## src/rtl/fwd_pkg.sv

```systemverilog
// fwd_pkg: shared types and defaults for the forwarding / hazard unit.
//   fwd_sel_t      - per-operand bypass select (00 regfile, 01 WB, 10 MEM, 11 history)
//   DEF_REG_ADDR_W - default register index width
package fwd_pkg;

  localparam int DEF_REG_ADDR_W = 5;

  typedef enum logic [1:0] {
    FWD_RF   = 2'b00,
    FWD_WB   = 2'b01,
    FWD_MEM  = 2'b10,
    FWD_HIST = 2'b11
  } fwd_sel_t;

endpackage

```

## src/rtl/fwd_hazard_ctrl_if.sv

```systemverilog
// fwd_hazard_ctrl_if: pipeline-side bundle for the forwarding / hazard unit.
//   master - the pipeline: drives ID/EX/MEM/WB state and mc_start, reads the
//            bypass selects, history data and stall/bubble controls.
//   slave  - the hazard unit itself (directions mirrored).
interface fwd_hazard_ctrl_if
  import fwd_pkg::*;
#(
  parameter int XLEN       = 32,
  parameter int REG_ADDR_W = DEF_REG_ADDR_W,
  parameter int NUM_SRC    = 2
);

  logic [NUM_SRC*REG_ADDR_W-1:0] rs_ex;
  logic [NUM_SRC*REG_ADDR_W-1:0] rs_id;
  logic [NUM_SRC-1:0]            rs_id_used;
  logic                          mc_id;
  logic [REG_ADDR_W-1:0]         rd_ex;
  logic                          reg_write_ex;
  logic                          mem_read_ex;
  logic [REG_ADDR_W-1:0]         rd_mem;
  logic                          reg_write_mem;
  logic [REG_ADDR_W-1:0]         rd_wb;
  logic                          reg_write_wb;
  logic [XLEN-1:0]               wb_data;
  logic                          mc_start;
  logic [REG_ADDR_W-1:0]         mc_rd;
  logic [2*NUM_SRC-1:0]          fwd_sel;
  logic [XLEN-1:0]               hist_data;
  logic                          stall_id;
  logic                          flush_ex;
  logic                          mc_busy;
  logic                          mc_err;

  modport master (
    output rs_ex, rs_id, rs_id_used, mc_id, rd_ex, reg_write_ex, mem_read_ex,
           rd_mem, reg_write_mem, rd_wb, reg_write_wb, wb_data, mc_start, mc_rd,
    input  fwd_sel, hist_data, stall_id, flush_ex, mc_busy, mc_err
  );

  modport slave (
    input  rs_ex, rs_id, rs_id_used, mc_id, rd_ex, reg_write_ex, mem_read_ex,
           rd_mem, reg_write_mem, rd_wb, reg_write_wb, wb_data, mc_start, mc_rd,
    output fwd_sel, hist_data, stall_id, flush_ex, mc_busy, mc_err
  );

endinterface

```

## src/rtl/fwd_src_sel.sv

```systemverilog
// fwd_src_sel: combinational bypass select for one source operand.
// Priority MEM > WB > history > regfile; x0 never forwards.
//   rs          - source register of this operand in EX
//   rd_*/we_*   - destination and write enable of MEM, WB and history stages
//   sel         - resulting fwd_sel_t
module fwd_src_sel
  import fwd_pkg::*;
#(
  parameter int REG_ADDR_W = DEF_REG_ADDR_W
) (
  input  logic [REG_ADDR_W-1:0] rs,
  input  logic [REG_ADDR_W-1:0] rd_mem,
  input  logic                  we_mem,
  input  logic [REG_ADDR_W-1:0] rd_wb,
  input  logic                  we_wb,
  input  logic [REG_ADDR_W-1:0] hist_rd,
  input  logic                  hist_valid,
  output fwd_sel_t              sel
);

  always_comb begin
    sel = FWD_RF;
    if (we_mem && rd_mem != '0 && rd_mem == rs)
      sel = FWD_MEM;
    else if (we_wb && rd_wb != '0 && rd_wb == rs)
      sel = FWD_WB;
    else if (hist_valid && hist_rd != '0 && hist_rd == rs)
      sel = FWD_HIST;
  end

endmodule

```

## src/rtl/fwd_hazard_ctrl.sv

```systemverilog
// fwd_hazard_ctrl: operand forwarding and hazard control between the ID/EX
// pipeline registers and the EX operand muxes.
//   clk, rst_n - core clock, asynchronous active-low reset
//   bus        - fwd_hazard_ctrl_if.slave: EX/MEM/WB destinations and write
//                enables, ID/EX sources, WB data, multicycle start; returns
//                fwd_sel, hist_data, stall_id, flush_ex, mc_busy, mc_err.
// Build option FWD_WB_HIST_EN: when defined, a one-cycle post-WB history
// bypass is built (fwd_sel may be 11). When undefined the regfile must be
// write-through, fwd_sel never selects history and hist_data is 0.
module fwd_hazard_ctrl
  import fwd_pkg::*;
#(
  parameter int XLEN       = 32,
  parameter int REG_ADDR_W = DEF_REG_ADDR_W,
  parameter int NUM_SRC    = 2,
  parameter int LOAD_STALL = 1,
  parameter int MC_LAT     = 4
) (
  input logic              clk,
  input logic              rst_n,
  fwd_hazard_ctrl_if.slave bus
);

  localparam int LD_W = $clog2(LOAD_STALL + 1);
  localparam int MC_W = $clog2(MC_LAT + 1);

  logic                  hist_valid;
  logic [REG_ADDR_W-1:0] hist_rd;
  fwd_sel_t              sel_raw [NUM_SRC];
  logic [2*NUM_SRC-1:0]  fwd_sel_c;

  logic [LD_W-1:0]       ld_cnt;
  logic [MC_W-1:0]       mc_cnt;
  logic                  mc_busy_q;
  logic [REG_ADDR_W-1:0] mc_rd_q;
  logic                  mc_err_q;

  logic                  ld_match;
  logic                  mc_match;
  logic                  ld_hit;
  logic                  stall;

`ifdef FWD_WB_HIST_EN
  logic [XLEN-1:0] hist_data_q;

  // Catches a WB write the regfile has not yet made visible; lives one cycle.
  always_ff @(posedge clk or negedge rst_n) begin
    if (!rst_n) begin
      hist_valid  <= 1'b0;
      hist_rd     <= '0;
      hist_data_q <= '0;
    end else if (bus.reg_write_wb && bus.rd_wb != '0) begin
      hist_valid  <= 1'b1;
      hist_rd     <= bus.rd_wb;
      hist_data_q <= bus.wb_data;
    end else begin
      hist_valid  <= 1'b0;
    end
  end

  assign bus.hist_data = hist_data_q;
`else
  logic unused_wb_data;

  assign hist_valid     = 1'b0;
  assign hist_rd        = '0;
  assign bus.hist_data  = '0;
  assign unused_wb_data = ^bus.wb_data;
`endif

  for (genvar i = 0; i < NUM_SRC; i++) begin : g_src
    fwd_src_sel #(.REG_ADDR_W(REG_ADDR_W)) u_sel (
      .rs         (bus.rs_ex[i*REG_ADDR_W +: REG_ADDR_W]),
      .rd_mem     (bus.rd_mem),
      .we_mem     (bus.reg_write_mem),
      .rd_wb      (bus.rd_wb),
      .we_wb      (bus.reg_write_wb),
      .hist_rd    (hist_rd),
      .hist_valid (hist_valid),
      .sel        (sel_raw[i])
    );
  end

  // Selects are forced to regfile while reset is held so the EX muxes see a
  // clean state immediately, not at the next edge.
  always_comb begin
    fwd_sel_c = '0;
    for (int i = 0; i < NUM_SRC; i++) begin
      if (rst_n)
        fwd_sel_c[2*i +: 2] = sel_raw[i];
    end
  end

  assign bus.fwd_sel = fwd_sel_c;

  // Dependency of any used ID source on the EX load or the pending mc result.
  always_comb begin
    ld_match = 1'b0;
    mc_match = 1'b0;
    for (int i = 0; i < NUM_SRC; i++) begin
      if (bus.rs_id_used[i] && bus.rs_id[i*REG_ADDR_W +: REG_ADDR_W] == bus.rd_ex)
        ld_match = 1'b1;
      if (bus.rs_id_used[i] && bus.rs_id[i*REG_ADDR_W +: REG_ADDR_W] == mc_rd_q)
        mc_match = 1'b1;
    end
  end

  assign ld_hit = bus.mem_read_ex && bus.reg_write_ex && (bus.rd_ex != '0) && ld_match;

  assign stall = rst_n && ((ld_cnt != '0) || ld_hit ||
                           (mc_busy_q && mc_rd_q != '0 && mc_match) ||
                           (mc_busy_q && bus.mc_id));

  // The cycle of the hit is the first bubble, so the counter covers the
  // remaining LOAD_STALL-1. The mc counter runs MC_LAT busy cycles; a start
  // while busy is dropped and only flags mc_err.
  always_ff @(posedge clk or negedge rst_n) begin
    if (!rst_n) begin
      ld_cnt    <= '0;
      mc_cnt    <= '0;
      mc_busy_q <= 1'b0;
      mc_rd_q   <= '0;
      mc_err_q  <= 1'b0;
    end else begin
      if (ld_cnt != '0)
        ld_cnt <= ld_cnt - LD_W'(1);
      else if (ld_hit)
        ld_cnt <= LD_W'(LOAD_STALL - 1);

      if (mc_busy_q) begin
        if (mc_cnt == MC_W'(1)) begin
          mc_busy_q <= 1'b0;
          mc_cnt    <= '0;
        end else begin
          mc_cnt    <= mc_cnt - MC_W'(1);
        end
        if (bus.mc_start)
          mc_err_q <= 1'b1;
      end else if (bus.mc_start) begin
        mc_busy_q <= 1'b1;
        mc_rd_q   <= bus.mc_rd;
        mc_cnt    <= MC_W'(MC_LAT);
      end
    end
  end

  assign bus.stall_id = stall;
  assign bus.flush_ex = stall;
  assign bus.mc_busy  = mc_busy_q;
  assign bus.mc_err   = mc_err_q;

endmodule

```

## src/flat_wrapper.sv

```systemverilog
// flat-port wrapper written by rule: the top's interface ports become plain ports
module fwd_hazard_ctrl_flat import fwd_pkg::*;
#(
  parameter int XLEN       = 32,
  parameter int REG_ADDR_W = DEF_REG_ADDR_W,
  parameter int NUM_SRC    = 2,
  parameter int LOAD_STALL = 1,
  parameter int MC_LAT     = 4
)
  (clk, rst_n, bus_rs_ex, bus_rs_id, bus_rs_id_used, bus_mc_id, bus_rd_ex, bus_reg_write_ex, bus_mem_read_ex, bus_rd_mem, bus_reg_write_mem, bus_rd_wb, bus_reg_write_wb, bus_wb_data, bus_mc_start, bus_mc_rd, bus_fwd_sel, bus_hist_data, bus_stall_id, bus_flush_ex, bus_mc_busy, bus_mc_err);
  fwd_hazard_ctrl_if #(.XLEN(XLEN), .REG_ADDR_W(REG_ADDR_W), .NUM_SRC(NUM_SRC)) bus_i ();
  input logic clk;
  input logic rst_n;
  input wire logic [$bits(bus_i.rs_ex)-1:0] bus_rs_ex;
  input wire logic [$bits(bus_i.rs_id)-1:0] bus_rs_id;
  input wire logic [$bits(bus_i.rs_id_used)-1:0] bus_rs_id_used;
  input wire logic [$bits(bus_i.mc_id)-1:0] bus_mc_id;
  input wire logic [$bits(bus_i.rd_ex)-1:0] bus_rd_ex;
  input wire logic [$bits(bus_i.reg_write_ex)-1:0] bus_reg_write_ex;
  input wire logic [$bits(bus_i.mem_read_ex)-1:0] bus_mem_read_ex;
  input wire logic [$bits(bus_i.rd_mem)-1:0] bus_rd_mem;
  input wire logic [$bits(bus_i.reg_write_mem)-1:0] bus_reg_write_mem;
  input wire logic [$bits(bus_i.rd_wb)-1:0] bus_rd_wb;
  input wire logic [$bits(bus_i.reg_write_wb)-1:0] bus_reg_write_wb;
  input wire logic [$bits(bus_i.wb_data)-1:0] bus_wb_data;
  input wire logic [$bits(bus_i.mc_start)-1:0] bus_mc_start;
  input wire logic [$bits(bus_i.mc_rd)-1:0] bus_mc_rd;
  output wire logic [$bits(bus_i.fwd_sel)-1:0] bus_fwd_sel;
  output wire logic [$bits(bus_i.hist_data)-1:0] bus_hist_data;
  output wire logic [$bits(bus_i.stall_id)-1:0] bus_stall_id;
  output wire logic [$bits(bus_i.flush_ex)-1:0] bus_flush_ex;
  output wire logic [$bits(bus_i.mc_busy)-1:0] bus_mc_busy;
  output wire logic [$bits(bus_i.mc_err)-1:0] bus_mc_err;
  assign bus_i.rs_ex = bus_rs_ex;
  assign bus_i.rs_id = bus_rs_id;
  assign bus_i.rs_id_used = bus_rs_id_used;
  assign bus_i.mc_id = bus_mc_id;
  assign bus_i.rd_ex = bus_rd_ex;
  assign bus_i.reg_write_ex = bus_reg_write_ex;
  assign bus_i.mem_read_ex = bus_mem_read_ex;
  assign bus_i.rd_mem = bus_rd_mem;
  assign bus_i.reg_write_mem = bus_reg_write_mem;
  assign bus_i.rd_wb = bus_rd_wb;
  assign bus_i.reg_write_wb = bus_reg_write_wb;
  assign bus_i.wb_data = bus_wb_data;
  assign bus_i.mc_start = bus_mc_start;
  assign bus_i.mc_rd = bus_mc_rd;
  assign bus_fwd_sel = bus_i.fwd_sel;
  assign bus_hist_data = bus_i.hist_data;
  assign bus_stall_id = bus_i.stall_id;
  assign bus_flush_ex = bus_i.flush_ex;
  assign bus_mc_busy = bus_i.mc_busy;
  assign bus_mc_err = bus_i.mc_err;
  fwd_hazard_ctrl #(.XLEN(XLEN), .REG_ADDR_W(REG_ADDR_W), .NUM_SRC(NUM_SRC), .LOAD_STALL(LOAD_STALL), .MC_LAT(MC_LAT)) u_core (.clk(clk), .rst_n(rst_n), .bus(bus_i));
endmodule
```

## config.mk

```make
export PLATFORM = sky130hd
export DESIGN_NAME = fwd_hazard_ctrl_flat
export DESIGN_NICKNAME = d
export VERILOG_FILES = /design/src/rtl/fwd_pkg.sv /design/src/rtl/fwd_hazard_ctrl_if.sv /design/src/rtl/fwd_src_sel.sv /design/src/rtl/fwd_hazard_ctrl.sv /design/src/flat_wrapper.sv
export SDC_FILE = /design/constraint.sdc
export NUM_CORES = 1
export LEC_CHECK = 0
export CAP_MARGIN = 20
export CORE_UTILIZATION = 30
export CTS_CLUSTER_DIAMETER = 120
export DETAILED_ROUTE_END_ITERATION = 10
export PLACE_DENSITY = 0.82
export SYNTH_ARGS = -nofsm -noshare
export SYNTH_HDL_FRONTEND = slang
export SYNTH_SLANG_ARGS = --single-unit
export TNS_END_PERCENT = 20
```

## constraint.sdc

```tcl
create_clock -name clk -period 2.4 [get_ports clk]
set_input_delay 0.48 -clock clk [delete_from_list [all_inputs] [get_ports clk]]
set_output_delay 0.48 -clock clk [all_outputs]
set_load 0.02 [all_outputs]
```

==> results of run 1 <==
-- per-stage QoR --
step	setup TNS (ns)	utilization	setup WS (ns)	cells	power [mW]
floorplan	0	-	0.102	169	0.686
global placement	-3.86	0.496	-0.699	260	0.886
detailed placement	-4.08	0.496	-0.743	260	0.899
CTS	-0.0349	0.513	-0.0176	263	1.07
global route	-0.143	0.522	-0.0522	265	1.20
finish	-0.0135	0.522	-0.00688	265	1.10
-- worst max-delay path, stage by stage --
cell and delay (ns):
sky130_fd_sc_hd__clkdlybuf4s15_1 0.22, sky130_fd_sc_hd__or4_4 0.44, sky130_fd_sc_hd__o2111ai_2 0.20, sky130_fd_sc_hd__a21oi_2 0.05, sky130_fd_sc_hd__a311o_1 0.38, sky130_fd_sc_hd__buf_6 0.16
-- cell families (layout without fill, tap and decap cells) --
| logic type | after synthesis | count (layout) | share of synthesized area |
|---|---|---|---|
| XOR/XNOR | 40 | 40 | 0.287 |
| buffers and inverters | 37 | 85 | 0.215 |
| AND/OR/NAND/NOR | 31 | 31 | 0.156 |
| AO/OA/AOI/OAI | 12 | 12 | 0.0676 |
| flip-flops | 10 | 10 | 0.205 |
| multiplexers | 5 | 5 | 0.0461 |
| adder cells (fa/ha/maj) | 2 | 2 | 0.0205 |
| other | 1 | 32 | 0.00307 |
-- layout make-up --
type	count	area share
timing repair buffer	80	0.349
tap	48	0.0305
clock buffer	3	0.0210
inverter	2	0.00381
sequential	10	0.127
multi-input combinational	122	0.469
-- flip-flops by register name, indices dropped and copies added, names as in the netlist --
signal,flops
u_core.mc_cnt,3
u_core.mc_rd_q,5
u_core.bus.mc_err,1
u_core.bus.mc_busy,1
-- routing by layer --
metal,vias up,share of wire,global-route usage
met4,0,0.021,0.0435
met1,546,0.39,0.171
met5,-,0,0
met3,8,0.042,0.0310
li1,567,-,-
met2,39,0.55,0.302
-- power by group through the flow --
| stage | Combinational (mW) | Sequential [mW] | Clock, mW |
|---|---|---|---|
| after floorplan | 0.373 | 0.313 | 0 |
| after global placement | 0.577 | 0.309 | 0 |
| after detailed placement | 0.585 | 0.314 | 0 |
| after CTS | 0.588 | 0.311 | 0.171 |
| after global routing | 0.692 | 0.321 | 0.183 |
| final | 0.625 | 0.312 | 0.165 |
-- what timing repair did --
item,CTS,global route
setup endpoints to repair,6,6
gates resized for setup,94,15
pin swaps,23,15
setup buffers,0,2
-- worst paths after layout --
path                       cells past startpoint                            end  slack [ns]                          start
max in group asynchronous                      2   u_core.mc_cnt[2]$_DFFE_PN0P_        1.85                          rst_n
setup reg to reg                               3  u_core.mc_rd_q[2]$_DFFE_PN0P_        0.92   u_core.bus.mc_busy$_DFF_PN0_
hold reg to reg                                1  u_core.bus.mc_err$_DFFE_PN0P_        0.46  u_core.bus.mc_err$_DFFE_PN0P_
min in group clk                               1  u_core.bus.mc_err$_DFFE_PN0P_        0.46  u_core.bus.mc_err$_DFFE_PN0P_
hold / removal                                 2  u_core.mc_rd_q[2]$_DFFE_PN0P_        0.39                          rst_n
setup / recovery                               6                   bus_flush_ex      -0.007                   bus_rd_ex[4]
-- Yosys cell counts, drive strengths merged --
cell type / count
buf: 33
clkbuf: 2
o21ai: 2
nand3: 6
nor3: 1
a21o: 1
o2111ai: 1
nor4: 8
xnor2: 10
ha: 2
nand2: 4
o211ai: 2
or4: 6
dfrtp: 10
mux2: 5
a211o: 1
conb: 1
xor2: 30
nor2: 2
and2: 2
a311o: 1
o31ai: 1
inv: 2
a21oi: 3
nor2b: 2
==> parameters.txt, run 1 <==
Parameter                              Value

STA
  Maximum operating frequency ... 415 MHz
  Fraction of the cycle the final worst path needs ... 1.00
  Shortest clock period the worst path allows after layout ... 2.41 ns
  Hold slack final ... 0.387 ns
  Total setup violations reported at the end of the flow ... 2
  Max-slew violation total from the final report ... 0
  Least setup slack across all paths after layout ... -0.00688 ns
  Unrepaired setup endpoints after global routing ... yes
  Layout Skew ... 0.00116 ns
  Final Hold Violating Endpoints ... 0

Floorplanning
  Total Die Area ... 4330 sq um
  Vert. Die Dim ... 65.8 um
  Number of top-level pins ... 122
  DIE WIDTH ... 65.8 um
  Effective utilization at floorplan ... 0.324
  Area of the core ... 3770 sq um
  Number of standard-cell rows in the floorplan ... 22

Synth
  Proportion of synthesized chip area in sequential cells ... 0.205
  Average footprint of a synthesized cell ... 8.85 sq um
  Cell accounting for the most synthesized area ... sky130_fd_sc_hd__xor2_1
  Top-area cell type share of the netlist area ... 0.215
  Yosys warning total ... 0
  Register bit count reported by yosys ... 10
  Unique cell type count in the Yosys netlist ... 27
  Leading post-synthesis cells by cell area ... sky130_fd_sc_hd__xor2_1 (22%), sky130_fd_sc_hd__dfrtp_1 (20%), sky130_fd_sc_hd__buf_4 (20%)
  Syn Inst Count ... 138
  Area of the mapped netlist ... 1220 sq um

Route
  Vias ... 1,160
  Final antenna-violating net count ... 0
  Avg Vias per Cell ... 4.38
  DRC Markers ... 0
  Detail-routed net length per standard cell ... 12.9 um
  Post-detailed-routing wire length ... 3.42 mm
  Drt initial violations ... 21
  Initial DRT Pass Iterations ... 4

Job
  Number of maximum-capacitance constraint violations ... 0

Pwr
  Leakage power total ... 0.885 nW
  VDD IR-drop max ... 0.420 mV
  Total power density per cell area ... 560 nW/um^2
  Share of total power in the clock network ... 0.150
  Share of total power consumed by net switching ... 0.390
  Internal power consumption ... 0.672 mW
  Part of the power in registers ... 0.283
  Net switching power of the design ... 0.429 mW
  Combinational group share of total power ... 0.567

Clocking
  CTS clk-pin slew, worst paths ... 0.04 ns
  Number of buffers inserted by hold repair at cts ... 0
  Clock tree from TritonCTS ... done
  Clock sink count ... 10
  Buffer depth of the longest clock path ... 2
  H-tree lvl count ... 1
  Buffer cell driving the clock tree root ... sky130_fd_sc_hd__clkbuf_8
  Number of CTS-inserted buffers ... 3
  Latest clock arrival within the worst-skew pair ... 0.23 ns

Layout
  Fraction of layout cells with a size suffix above 1 ... 0.276
  Design area ... 1970 sq um
  Area of the multi-input gates ... 922 sq um
  Most common cell after layout, fill and taps aside ... sky130_fd_sc_hd__conb_1
  Layout overhead on the synthesized area ... 61.2%
  Ant. Diodes ... 0
  Most used cells in the layout excluding fill and tap cells ... sky130_fd_sc_hd__conb_1 (32), sky130_fd_sc_hd__xor2_1 (30), sky130_fd_sc_hd__buf_4 (23), sky130_fd_sc_hd__clkdlybuf4s50_1 (19), sky130_fd_sc_hd__dlygate4sd2_1 (19)
  Fillers ... 365
  Footprint of the flip-flops and latches ... 250 sq um
  Post-layout net count ... 303

Global routing
  Antenna violations before repair ... 0
  Total gr overflow ... 0
  Global-route wire length before repair ... 5.19 mm
  Pin count of the biggest net entering global routing ... 16
  Number of global-route vias before repair ... 1,160
  Total Routing Usage GR ... 0.157

Worst setup path
  Startpoint type of the worst setup path ... input port
  Sort of element at the end of the critical path ... output port
  CP required ... 1.92 ns
  Data arrival time of the critical path ... 1.93 ns
  Critical path class ... in -> out
  Top fanout value on the critical path ... 3

Status
  Violated checks ... negative setup slack
  Status ... complete, but fails checks

Placed design
  Global placer's final weighted congestion ... 0.837
  DPL Wire Length ... 2.77 mm
  Number of buffer cells added on primary ports ... 57
  Area of placed instances ... 1870 sq um

Hold path
  Hold Crit Class ... in -> async
Note: power is estimated with default switching activity, not from simulation.
==> inputs of run 2 (changes only) <==
- CORE_UTILIZATION: 30 -> 32
- PLACE_DENSITY: 0.82 -> 0.87
- clock period: 2.4 -> 3.15 ns (I/O delays scaled with it)
==> run 2 against run 1 <==
The run now ends clean. Via count is 2.5% lower. Sequential power is 16% lower. Cell count is 1.9% lower. Critical path depth stayed put. Largest power group unchanged. Sequential share of layout area is 0.57 points higher. Die area is 6.1% lower. Hold slack better by 0.069 ns. Critical endpoint is now bus_stall_id. Total power is 29% lower.
==> parameters.txt, run 2 (synthesis results as in run 1) <==
Parameter                              Value

Layout
  Largest registers ranked by flip-flop count ... u_core.mc_rd_q x5, u_core.mc_cnt x3
  Fraction of layout cells with a size suffix above 1 ... 0.165 (-0.111)
  Post-layout net count ... 298 (-1.7%)
  Number of flip-flops under the largest register name ... 5 (unchanged)
  Most common cell after layout, fill and taps aside ... sky130_fd_sc_hd__clkdlybuf4s50_1
  Ant. Diodes ... 0 (unchanged)
  Design area ... 1880 sq um (-4.3%)
  Post-Route Utilization ... 0.514 (-0.00754)
  Register containing the most flip-flops in the final layout ... u_core.mc_rd_q
  Layout overhead on the synthesized area ... 54.2%
  Most used cells in the layout excluding fill and tap cells ... sky130_fd_sc_hd__clkdlybuf4s50_1 (51), sky130_fd_sc_hd__conb_1 (32), sky130_fd_sc_hd__xor2_1 (30), sky130_fd_sc_hd__buf_4 (18)

Job
  Number of maximum-capacitance constraint violations ... 0 (unchanged)

Floorplanning
  DIE WIDTH ... 63.8 um (-3.1%)
  Area of the core ... 3660 sq um (-2.9%)
  Number of standard-cell rows in the floorplan ... 22 (unchanged)
  Total Die Area ... 4070 sq um (-6.1%)
  Number of top-level pins ... 122 (unchanged)
  Effective utilization at floorplan ... 0.334 (+0.00974)
  Vert. Die Dim ... 63.8 um (-3.1%)

Status
  Status ... completed

Placed design
  DPL Wire Length ... 2.70 mm (-2.4%)
  Number of buffer cells added on primary ports ... 57 (unchanged)
  Area of placed instances ... 1850 sq um (-1.2%)
  Global placer's final weighted congestion ... 0.841 (+0.45%)

Route
  Vias ... 1,131 (-2.5%)
  Initial DRT Pass Iterations ... 5 (+1)
  Avg Vias per Cell ... 4.35 (-0.63%)
  Drt initial violations ... 39 (+86%)
  DRC Markers ... 0 (unchanged)
  Post-detailed-routing wire length ... 3.07 mm (-10%)
  Detail-routed net length per standard cell ... 11.8 um (-8.4%)
  Final antenna-violating net count ... 0 (unchanged)

Global routing
  Global-route wire length before repair ... 5.12 mm (-1.3%)
  Antenna violations before repair ... 0 (unchanged)
  Pin count of the biggest net entering global routing ... 16 (unchanged)
  Number of global-route vias before repair ... 1,116 (-3.8%)
  Total gr overflow ... 0 (unchanged)
  Total Routing Usage GR ... 0.160 (+0.00296)

Worst setup path
  Setup slack of the most critical reg-to-reg path ... 1.68 ns (+0.76 ns)
  Crit path largest cell delay ... 0.53 ns (+0.09 ns)
  Cell-by-cell trace of the critical path ... clkdlybuf4s50_1 > or4_1 > o2111ai_1 > a21oi_1 > a311o_1 > buf_2
  Sort of element at the end of the critical path ... output port
  Worst setup endpoint ... bus_stall_id
  Top fanout value on the critical path ... 2 (-1)
  CP required ... 2.52 ns (+0.60 ns)
  CP max stage cell ... sky130_fd_sc_hd__or4_1
  Startpoint type of the worst setup path ... input port
  Worst reg-to-reg path cell count ... 2 (-1)
  Data arrival time of the critical path ... 2.40 ns (+0.47 ns)
  Critical path class ... in -> out
  Start of the worst register-to-register path ... u_core.bus.mc_busy$_DFF_PN0_
  Critical path origin ... bus_rd_ex[1]
  Worst R2R End ... u_core.mc_rd_q[4]$_DFFE_PN0P_

STA
  Worst-Margin Slew ... 0.502 ns
  Layout Skew ... 0.00109 ns (-0.0000691 ns)
  Worst max-slew margin expressed relative to the limit ... 0.665
  Final Hold Violating Endpoints ... 0 (unchanged)
  Total setup violations reported at the end of the flow ... 0 (-2)
  Hold slack final ... 0.456 ns (+0.0692 ns)
  Max-slew violation total from the final report ... 0 (unchanged)
  Unrepaired setup endpoints after global routing ... no
  Maximum operating frequency ... 330 MHz
  Fraction of the cycle the final worst path needs ... 0.962
  Shortest clock period the worst path allows after layout ... 3.03 ns

Clocking
  CTS clk-pin slew, worst paths ... 0.04 ns (about the same)
  Number of CTS-inserted buffers ... 3 (unchanged)
  H-tree lvl count ... 1 (unchanged)
  Buffer depth of the longest clock path ... 2 (unchanged)
  Clock sink count ... 10 (unchanged)
  Number of buffers inserted by hold repair at cts ... 0 (unchanged)
  Clock tree from TritonCTS ... done
  Buffer cell driving the clock tree root ... sky130_fd_sc_hd__clkbuf_8
  Latest clock arrival within the worst-skew pair ... 0.23 ns (about the same)

Pwr
  Total power density per cell area ... 413 nW/um^2 (-26%)
  Leakage power total ... 0.814 nW (-8.1%)
  VDD IR-drop max ... 0.442 mV (+5.2%)

Hold path
  Hold Crit Class ... reg -> reg
-- run 2: changes by cell type in the layout (fill, tap and decap cells not counted), sizes merged --
cell           previous run  this run
buf                      32        19
clkdlybuf4s50            19        51
clkbuf                    7         6
clkdlybuf4s15             6         0
dlygate4sd2              19         2
-- run 2: cell type report --
type	instances	area, sq um
inverters	2	7.51
multi-input cells	122	841
repair buffers	75	683
well taps	48	60.1
clock buffers	3	41.3
fillers	366	1780
flip-flops and latches	10	250
-- run 2: report_power, final --
part,total [mW],switching [mW],internal [mW]
clock,0.128,0.0450,0.0832
combinational,0.387,0.180,0.207
sequential,0.262,0.0752,0.187
-- run 2: how the worst min path moves through the flow --
| stage | from | to | slack (ns) | depth (start not counted) |
|---|---|---|---|---|
| floorplan | rst_n | u_core.bus.mc_busy$_DFF_PN0_ | 0.33 | 0 |
| global placement | u_core.bus.mc_err$_DFFE_PN0P_ | u_core.bus.mc_err$_DFFE_PN0P_ | 0.44 | 1 |
| detailed placement | u_core.bus.mc_err$_DFFE_PN0P_ | u_core.bus.mc_err$_DFFE_PN0P_ | 0.45 | 1 |
| CTS | u_core.bus.mc_err$_DFFE_PN0P_ | u_core.bus.mc_err$_DFFE_PN0P_ | 0.46 | 1 |
| global route | u_core.bus.mc_err$_DFFE_PN0P_ | u_core.bus.mc_err$_DFFE_PN0P_ | 0.49 | 1 |
| finish | u_core.bus.mc_err$_DFFE_PN0P_ | u_core.bus.mc_err$_DFFE_PN0P_ | 0.46 | 1 |
-- run 2: layer usage --
metal | GRT usage | vias up | wire length [um]
met1 | 0.184 | 524 | 1250
met2 | 0.307 | 47 | 1660
met4 | 0.0369 | 0 | 18
li1 | - | 558 | -
met5 | 0 | - | 0
met3 | 0.0232 | 2 | 147
-- run 2: metrics by stage --
stage / power (mW) / std cells / worst slack (ns) / TNS, ns
after floorplan: 0.522 / 169 / 0.552 / 0
after global placement: 0.636 / 257 / -0.261 / -1.26
after detailed placement: 0.656 / 257 / -0.284 / -1.43
after CTS: 0.786 / 260 / -0.0555 / -0.0555
after global routing: 0.854 / 260 / 0.0453 / 0
final: 0.778 / 260 / 0.120 / 0
-- run 2: worst max-delay path, delay by kind of cell --
family                 cells  cell delay [ns]
AO/OA/AOI/OAI              3             0.63
AND/OR/NAND/NOR            1             0.53
buffers and inverters      2             0.60
-- run 2: timing repair --
item,in CTS,in global routing
gates resized for setup,11,9
setup buffers,0,0
endpoints found under the setup margin,6,4
==> edit (config.mk and constraints of run 1) <==
Add a define of `FWD_WB_HIST_EN`.
--- a/src/rtl/fwd_hazard_ctrl.sv
+++ b/src/rtl/fwd_hazard_ctrl.sv
@@ -7,6 +7,8 @@
 // Build option FWD_WB_HIST_EN: when defined, a one-cycle post-WB history
 // bypass is built (fwd_sel may be 11). When undefined the regfile must be
 // write-through, fwd_sel never selects history and hist_data is 0.
+`define FWD_WB_HIST_EN
+
 module fwd_hazard_ctrl
   import fwd_pkg::*;
 #(
Behaviour: not the same (Yosys sat finds a counterexample within 4 cycles, from zero or initial values and one cycle with rst_n low).
==> edit against run 1 <==
- the run still ends with negative setup slack left
- synthesized area up 110%
- sequential cell count grew 38
- setup slack got worse by 0.032 ns
- non-clock buffer count rose by 72
- wire length rose by 110%
- via count grew 110%
- hold slack better by 0.030 ns
- total power is 130% higher
- final area is 110% higher
- maximum frequency shrank 1.3%
==> edit: results <==
INSERT INTO impl_metrics (metric_group, metric, value, unit) VALUES
('yosys', 'portion_of_netlist_area_occupied_by_mux_cells', '2.20', '%'),
('timing', 'setup_tns', '-0.0778', 'ns'),
('timing', 'whs', '0.416', 'ns'),
('clock_network', 'ctsHtreeMaxLevel', '2', ''),
('placement', 'dp_hpwl', '5660', 'um'),
('yosys', 'synth_area_in_compound_gates', '5.33', '%'),
('layout', 'fillers', '754', ''),
('detailed_routing', 'first_iter_violations', '45', ''),
('setup_path', 'end_of_the_worst_register_to_register_path', 'u_core.mc_rd_q[3]$_DFFE_PN0P_', ''),
('outcome', 'failing_checks', 'negative setup slack', ''),
('power', 'leakagePower', '0.00195', 'uW'),
('global_routing', 'number_of_global_route_vias_before_repair', '2539', ''),
('yosys', 'synth_xor_xnor_area_share', '17.1', '%'),
('yosys', 'yosys.area_share.adder', '0.978', '%'),
('global_routing', 'grt_max_degree', '37', ''),
('yosys', 'synth_seq_area_share', '46.9', '%'),
('power', 'net-switching-power', '815', 'uW'),
('timing', 'finalSetupViolations', '2', ''),
('placement', 'dpl.cell_count', '529', ''),
('clock_network', 'cts_buffers', '5', ''),
('setup_path', 'cp.arrival', '1.96', 'ns'),
('yosys', 'ranking_of_synthesized_cells_by_area', 'dfrtp_1 47%, nand2_1 17%, xor2_1 9.6%', ''),
('outcome', 'run_status', 'finished, violations left', ''),
('layout', 'largest_register_ff_count', '32', ''),
('timing', 'final_critical_path_setup_slack', '-0.0392', 'ns'),
('placement', 'gp_congestion', '0.896', '');
==> edit: how the worst max path moves through the flow <==
stage | start | end | slack (ns) | cells past startpoint
after floorplan | bus_rd_ex[1] | bus_stall_id | 0.10 | 5
after global placement | bus_rd_wb[0] | bus_fwd_sel[1] | -0.72 | 7
after detailed placement | bus_rd_wb[0] | bus_fwd_sel[3] | -0.77 | 7
after CTS | u_core.mc_rd_q[1]$_DFFE_PN0P_ | bus_stall_id | -0.05 | 5
after global routing | u_core.mc_rd_q[1]$_DFFE_PN0P_ | bus_flush_ex | -0.13 | 5
final | bus_rd_ex[3] | bus_stall_id | -0.04 | 6
==> edit: repair_timing <==
action | CTS | global route
gates resized for setup | 84 | 7
pin swaps | 17 | 11
setup endpoints to repair | 6 | 6
gates cloned | 0 | 0
hold buffers | 0 | 0
setup buffers | 2 | 0
hold endpoints to repair | 0 | 0
==> edit: metal layers <==
metal  routed length (um)  part of all wire, %  vias up  GRT usage [%]
li1                     -                    -     1215              -
met1                 2920                   41     1144           19.0
met2                 3540                   50       92           29.4
met3                  605                  8.5        6           5.72
met4                   44                 0.62        0           3.21
met5                    0                    0        -              0
==> edit: power by group through the flow <==
stage | combinational [uW] | clock (uW) | sequential, uW
2_1_floorplan | 381 | 0 | 1150
3_3_place_gp | 907 | 0 | 1060
3_5_place_dp | 943 | 0 | 1070
4_1_cts | 987 | 586 | 1040
5_1_grt | 1080 | 633 | 1060
6_report | 979 | 567 | 1040
==> edit: area by class of cell <==
type / count / area [um2] / area share [%]
clock inverters: 2 / 35.0 / 0.833
inverters: 5 / 18.8 / 0.446
flip-flops and latches: 48 / 1200 / 28.6
well taps: 105 / 131 / 3.12
multi-input cells: 221 / 1330 / 31.7
clock buffers: 6 / 72.6 / 1.73
repair buffers: 152 / 1410 / 33.6
